$ cat src/rtl/xtea_port_periph.sv
// xtea_port_periph
//   Port-mapped XTEA engine on the 8-bit PicoBlaze-style port bus.
//   The controller writes a 128-bit key and a 64-bit block one byte at a time.
//   It starts an iterative encrypt or decrypt that runs one full XTEA cycle per
//   clock, then reads the 64-bit result back one byte at a time.
//
// Ports
//   clk          system clock, rising edge
//   rst          synchronous reset, active low
//   port_id      port address from the controller
//   write_strobe out_port is valid for port_id this cycle
//   read_strobe  controller consumes in_port this cycle
//   out_port     write data from the controller
//   in_port      read data to the controller (combinational read mux)
//   busy         a run is in progress
//   done         result valid; stays set until a data write or a new start
module xtea_port_periph #(
    parameter logic [7:0]  PORT_KEY    = 8'h30,
    parameter logic [7:0]  PORT_DATA   = 8'h31,
    parameter logic [7:0]  PORT_CTRL   = 8'h33,
    parameter logic [7:0]  PORT_STATUS = 8'h34,
    parameter logic [7:0]  PORT_RESULT = 8'h35,
    parameter int unsigned NUM_CYCLES  = 32,
    parameter logic [31:0] DELTA       = 32'h9E3779B9
) (
    input  logic       clk,
    input  logic       rst,
    input  logic [7:0] port_id,
    input  logic       write_strobe,
    input  logic       read_strobe,
    input  logic [7:0] out_port,
    output logic [7:0] in_port,
    output logic       busy,
    output logic       done
);

    localparam int unsigned RW         = $clog2(NUM_CYCLES) + 1;
    localparam logic [RW-1:0] LAST_RND = RW'(NUM_CYCLES - 1);
    // Starting sum for decryption: DELTA * NUM_CYCLES, kept modulo 2^32.
    localparam logic [31:0] SUM_DEC    = DELTA * NUM_CYCLES;

    typedef enum logic [1:0] {S_IDLE, S_RUN, S_DONE} state_t;

    state_t        state_q, state_d;
    logic [7:0]    key_q  [16];
    logic [7:0]    key_d  [16];
    logic [7:0]    data_q [8];
    logic [7:0]    data_d [8];
    logic [7:0]    res_q  [8];
    logic [7:0]    res_d  [8];
    logic [31:0]   v0_q, v0_d, v1_q, v1_d, sum_q, sum_d;
    logic [3:0]    key_idx_q, key_idx_d;
    logic [2:0]    data_idx_q, data_idx_d;
    logic [2:0]    rd_idx_q, rd_idx_d;
    logic [RW-1:0] round_q, round_d;
    logic          mode_q, mode_d;

    logic [31:0]   k_w [4];
    logic [31:0]   v0_n, v1_n, sum_n;

    function automatic logic [31:0] f_mix(input logic [31:0] x);
        return ((x << 4) ^ (x >> 5)) + x;
    endfunction

    // Big-endian key words: byte 0 is the top byte of k[0].
    assign k_w[0] = {key_q[0],  key_q[1],  key_q[2],  key_q[3]};
    assign k_w[1] = {key_q[4],  key_q[5],  key_q[6],  key_q[7]};
    assign k_w[2] = {key_q[8],  key_q[9],  key_q[10], key_q[11]};
    assign k_w[3] = {key_q[12], key_q[13], key_q[14], key_q[15]};

    // One complete XTEA cycle: both half-rounds and the sum update together.
    always_comb begin
        v0_n  = v0_q;
        v1_n  = v1_q;
        sum_n = sum_q;
        if (!mode_q) begin
            v0_n  = v0_q + (f_mix(v1_q) ^ (sum_q + k_w[sum_q[1:0]]));
            sum_n = sum_q + DELTA;
            v1_n  = v1_q + (f_mix(v0_n) ^ (sum_n + k_w[sum_n[12:11]]));
        end else begin
            v1_n  = v1_q - (f_mix(v0_q) ^ (sum_q + k_w[sum_q[12:11]]));
            sum_n = sum_q - DELTA;
            v0_n  = v0_q - (f_mix(v1_n) ^ (sum_n + k_w[sum_n[1:0]]));
        end
    end

    always_comb begin
        state_d    = state_q;
        key_d      = key_q;
        data_d     = data_q;
        res_d      = res_q;
        v0_d       = v0_q;
        v1_d       = v1_q;
        sum_d      = sum_q;
        key_idx_d  = key_idx_q;
        data_idx_d = data_idx_q;
        rd_idx_d   = rd_idx_q;
        round_d    = round_q;
        mode_d     = mode_q;

        if (read_strobe && port_id == PORT_RESULT) begin
            rd_idx_d = rd_idx_q + 3'd1;
        end

        if (write_strobe && port_id == PORT_KEY && state_q != S_RUN) begin
            key_d[key_idx_q] = out_port;
            key_idx_d        = key_idx_q + 4'd1;
        end

        if (write_strobe && port_id == PORT_DATA && state_q != S_RUN) begin
            data_d[data_idx_q] = out_port;
            data_idx_d         = data_idx_q + 3'd1;
            if (state_q == S_DONE) begin
                state_d = S_IDLE;
            end
        end

        if (write_strobe && port_id == PORT_CTRL) begin
            // Pointer clear is applied first so a combined clear+start
            // still gets its start handling below.
            if (out_port[2]) begin
                key_idx_d  = '0;
                data_idx_d = '0;
                rd_idx_d   = '0;
            end
            if (out_port[0] && state_q != S_RUN) begin
                mode_d   = out_port[1];
                v0_d     = {data_q[0], data_q[1], data_q[2], data_q[3]};
                v1_d     = {data_q[4], data_q[5], data_q[6], data_q[7]};
                sum_d    = out_port[1] ? SUM_DEC : '0;
                round_d  = '0;
                rd_idx_d = '0;
                state_d  = S_RUN;
            end
        end

        if (state_q == S_RUN) begin
            v0_d    = v0_n;
            v1_d    = v1_n;
            sum_d   = sum_n;
            round_d = round_q + 1'b1;
            if (round_q == LAST_RND) begin
                {res_d[0], res_d[1], res_d[2], res_d[3]} = v0_n;
                {res_d[4], res_d[5], res_d[6], res_d[7]} = v1_n;
                state_d = S_DONE;
            end
        end
    end

    always_ff @(posedge clk) begin
        if (!rst) begin
            state_q    <= S_IDLE;
            key_q      <= '{default: '0};
            data_q     <= '{default: '0};
            res_q      <= '{default: '0};
            v0_q       <= '0;
            v1_q       <= '0;
            sum_q      <= '0;
            key_idx_q  <= '0;
            data_idx_q <= '0;
            rd_idx_q   <= '0;
            round_q    <= '0;
            mode_q     <= 1'b0;
        end else begin
            state_q    <= state_d;
            key_q      <= key_d;
            data_q     <= data_d;
            res_q      <= res_d;
            v0_q       <= v0_d;
            v1_q       <= v1_d;
            sum_q      <= sum_d;
            key_idx_q  <= key_idx_d;
            data_idx_q <= data_idx_d;
            rd_idx_q   <= rd_idx_d;
            round_q    <= round_d;
            mode_q     <= mode_d;
        end
    end

    assign busy = (state_q == S_RUN);
    assign done = (state_q == S_DONE);

    always_comb begin
        in_port = '0;
        if (port_id == PORT_STATUS) begin
            in_port = {6'b0, busy, done};
        end else if (port_id == PORT_RESULT) begin
            in_port = res_q[rd_idx_q];
        end
    end

endmodule

$ cat config.mk
export PLATFORM = sky130hd
export DESIGN_NAME = xtea_port_periph
export DESIGN_NICKNAME = d
export VERILOG_FILES = /design/src/rtl/xtea_port_periph.sv
export SDC_FILE = /design/constraint.sdc
export NUM_CORES = 2
export LEC_CHECK = 0
export ABC_AREA = 0
export ABC_CLOCK_PERIOD_IN_PS = 10500
export CAP_MARGIN = 0
export CELL_PAD_IN_SITES_DETAIL_PLACEMENT = 0
export CELL_PAD_IN_SITES_GLOBAL_PLACEMENT = 1
export CORE_ASPECT_RATIO = 1.75
export CORE_MARGIN = 10
export CORE_UTILIZATION = 45
export CTS_CLUSTER_SIZE = 25
export DETAILED_ROUTE_END_ITERATION = 8
export HOLD_SLACK_MARGIN = 0.15
export PLACE_DENSITY_LB_ADDON = 0.15
export SKIP_CTS_REPAIR_TIMING = 1
export SYNTH_ARGS = -nofsm -noshare
export SYNTH_HDL_FRONTEND = slang
export SYNTH_SLANG_ARGS = --single-unit
$ cat constraint.sdc
create_clock -name clk -period 10.5 [get_ports clk]
set_input_delay 1.05 -clock clk [delete_from_list [all_inputs] [get_ports clk]]
set_output_delay 1.05 -clock clk [all_outputs]
set_load 0.05 [all_outputs]
==> impl_metrics.toml <==
[synth]
syn_avg_cell_area_sq_um = 8.08
yosys_warnings = 0
syn-cell-area_sq_um = 38800
synth_top_area_cell = "dfxtp_1"
synth_flop_cell = "dfxtp_1"
synth-edff-count = 0
ys_types = 90
async_flop_share_pct = 0
ys_ff_latch = 371
syn_inst = 4797
synthesis.nets = 5222
synth_area_leaders = "dfxtp_1 (19%), ha_1 (13%), xnor2_1 (9.5%)"
yosysSeqAreaShare_pct = 19.2
synth_top_area_share_pct = 19.2

[min_path]
hold_depth = 2
whs_endpoint = "data_q[0]$_SDFFE_PN0P_"
min_path_type = "reg -> reg"
worstHoldStart = "data_q[0]$_SDFFE_PN0P_"

[final_layout]
fillCellCount = 8646
syn2layout_area_growth_pct = 9.91
fin_nets = 5220
ff_latch_area_sq_um = 7440
drive_gt1_share_pct = 9.61
multi_input_area_sq_um = 30200
fin_cells = 5980
final_util_pct = 49.8

[detailed_routing]
vias = 37300
wl_per_cell_um = 29.3
routed_wl_um = 175000
routed_via_density = 6.23
ant_nets = 0
detailedRoute.firstIterationViolations = 3166
drc = 0
dr.pass1.iters = 5

[cts]
numClockSinks = 371
cts_tree = "done"
cts_max_path_buffers = 3
cts_buffers = 40
clkTransAtPathRegs_ns = 0.07
cts_root_buffer = "clkbuf_16"
clock_latency_ns = 0.60
cts_max_level = 2

[power_and_ir_drop]
p_total_mw = 3.68
ir_drop_mv = 0.117
p_leak_nw = 18.6
power_density_nw_per_um2 = 86.4

[timing]
period_needed_ns = 10.05
finClkSkew_ns = 0.0201
whs_ns = 0.452
setup_violations = 0
fmax_ghz = 0.0995
hold_viol = 0
timing.slew.headroom_pct = 18.6
finalCritPeriodShare_pct = 95.7
setup_ws_ns = 0.451
grt_setup_unrepaired = "true"
worst_slew_pin_slew_ns = 1.19
drv_slew = 0

[floorplanning]
dieArea_sq_um = 98800
die_w_um = 242
fp-row-count = 142
io-pin-count = 30
design.core.area_sq_um = 85600
die_y_um = 408
start_util_pct = 45.3

[placed_design]
dpl.cell_count = 5905
hpwl_um = 140000
post-place-ws_ns = 0.125
place.gp.congestion = 1.05
io_buffers = 29

[status]
status = "complete, no violations"

[global_routing]
overflow = 0
grt_pass1_wl_um = 250000
antenna_found_initial = 3
grtUsageTotal_pct = 34.1
grt_pass1_vias = 36100
grt_max_degree = 125

[worst_setup_path]
crit_path_top_delay_cell = "buf_4"
crit_type = "reg -> reg"
arrival_ns = 10.47
cp-start-kind = "flip-flop"
reg2reg_depth = 43
critPathMaxStageDelay_ns = 0.46
r2r_end = "v0_q[31]$_SDFFE_PN0P_"
crit_path_end_kind = "flip-flop"
crit_fanout = 38
regToRegSetupSlack_ns = 0.45
worst-endpoint-required_ns = 10.92
r2r_start = "sum_q[12]$_SDFFE_PN0P_"
cp_common_cell = "xnor2_1"

[job]
drv_cap = 0
## kinds of logic (layout without fill, tap and decap cells)
kind of cell	after synthesis	count (layout)	share of synthesized area (%)
compound gates	1370	1370	22.5
xor+xnor	633	633	14.4
fa+ha+maj	405	405	13.3
buf+inv	357	387	3.50
flops	371	371	19.2
mux	223	223	10.3
other cells	0	1	0
simple gates	1438	1438	16.8
## metrics by stage
step	area, sq um	setup TNS, ns
after floorplan	38800	0
final	42600	0
after CTS	42400	0
after global routing	42600	-0.0517
after detailed placement	40900	0
after global placement	40900	0
## critical path, delay by kind of cell (launching register included)
family / cells / cell delay [ns]
flip-flops: 1 / 0.38
XOR/XNOR: 9 / 1.63
AO/OA/AOI/OAI: 17 / 3.39
multiplexers: 1 / 0.42
buffers and inverters: 2 / 0.68
AND/OR/NAND/NOR: 10 / 1.92
adder cells (fa/ha/maj): 4 / 1.46
## per-layer routing
metal	track usage, %	part of all wire [%]	up-vias
li1	-	-	17400
met1	34.7	34	17800
met2	58.6	48	1428
met3	3.66	4.5	618
met4	36.0	13	0
met5	0	0	-
## synth_stat cells (all sizes together), types with 21 or more instances
cell	n
a211oi	119
a21o	199
a21oi	522
a311oi	22
a31oi	40
and2	26
and3	73
buf	33
clkbuf	207
dfxtp	371
ha	393
inv	116
mux2i	78
mux4	142
nand2	595
nand2b	39
nand3	190
nand4	26
nor2	314
nor2b	38
nor3	56
o211ai	21
o21a	48
o21ai	198
o21bai	52
xnor2	421
xor2	210
## area by class of cell
| type | instances | area share (%) |
|---|---|---|
| repair buffers | 196 | 3.67 |
| diodes | 1 | 0.00587 |
| flip-flops and latches | 371 | 17.5 |
| inverters | 117 | 1.05 |
| clock buffers | 52 | 2.65 |
| clock inverters | 22 | 0.866 |
| multi-input cells | 4069 | 70.9 |
| well taps | 1152 | 3.38 |
## sequential cells by signal, indices dropped and copies added, names as in the netlist, 3 cells and up
| name | flops |
|---|---|
| data_q | 64 |
| v0_q | 32 |
| res_q | 64 |
| round_q | 6 |
| rd_idx_q | 3 |
| sum_q | 32 |
| v1_q | 32 |
| key_idx_q | 4 |
| k_w | 128 |
| data_idx_q | 3 |
## worst max path at each step
stage | slack (ns) | to | start
2_1_floorplan | 0.65 | v0_q[31]$_SDFFE_PN0P_ | sum_q[11]$_SDFFE_PN0P_
3_3_place_gp | 0.15 | v0_q[31]$_SDFFE_PN0P_ | sum_q[11]$_SDFFE_PN0P_
3_5_place_dp | 0.12 | v1_q[31]$_SDFFE_PN0P_ | sum_q[0]$_SDFFE_PN0P_
4_1_cts | 0.04 | v1_q[31]$_SDFFE_PN0P_ | sum_q[0]$_SDFFE_PN0P_
5_1_grt | -0.05 | v1_q[31]$_SDFFE_PN0P_ | sum_q[0]$_SDFFE_PN0P_
6_report | 0.45 | v0_q[31]$_SDFFE_PN0P_ | sum_q[12]$_SDFFE_PN0P_
## cells in the final DEF (no fill, tap or decap), types with 12 or more instances in the layout
cell type | Yosys | routed
inv_1 | 116 | 114
o31ai_1 | 19 | 17
fa_1 | 12 | 12
clkbuf_16 | 0 | 41
mux4_2 | 142 | 142
nor3_1 | 55 | 54
a211oi_1 | 119 | 118
nand4_1 | 26 | 26
nand2b_1 | 39 | 38
o211ai_1 | 21 | 21
o21ai_0 | 195 | 185
nand3b_1 | 16 | 16
and3_1 | 73 | 73
or3_1 | 16 | 16
nand2_1 | 595 | 594
o21a_1 | 48 | 48
mux2i_1 | 78 | 78
buf_4 | 1 | 162
xnor2_1 | 419 | 412
nand3_1 | 190 | 190
ha_1 | 393 | 393
a311oi_1 | 22 | 22
and2_1 | 26 | 25
a21oi_1 | 522 | 518
a211o_1 | 13 | 13
xor2_1 | 210 | 205
clkdlybuf4s50_1 | 0 | 27
a21o_1 | 199 | 199
o21bai_1 | 52 | 52
dfxtp_1 | 371 | 366
nor2b_1 | 38 | 38
nor2_1 | 314 | 313
a31oi_1 | 40 | 39
## power by group
part | switching [mW] | leakage, nW | internal, mW | total (mW)
sequential | 0.00175 | 2.99 | 1.41 | 1.41
combinational | 0.383 | 14.8 | 0.237 | 0.620
clock | 0.667 | 0.737 | 0.988 | 1.66
total | 1.05 | 18.6 | 2.63 | 3.68
Note: power is estimated with default switching activity, not from simulation.
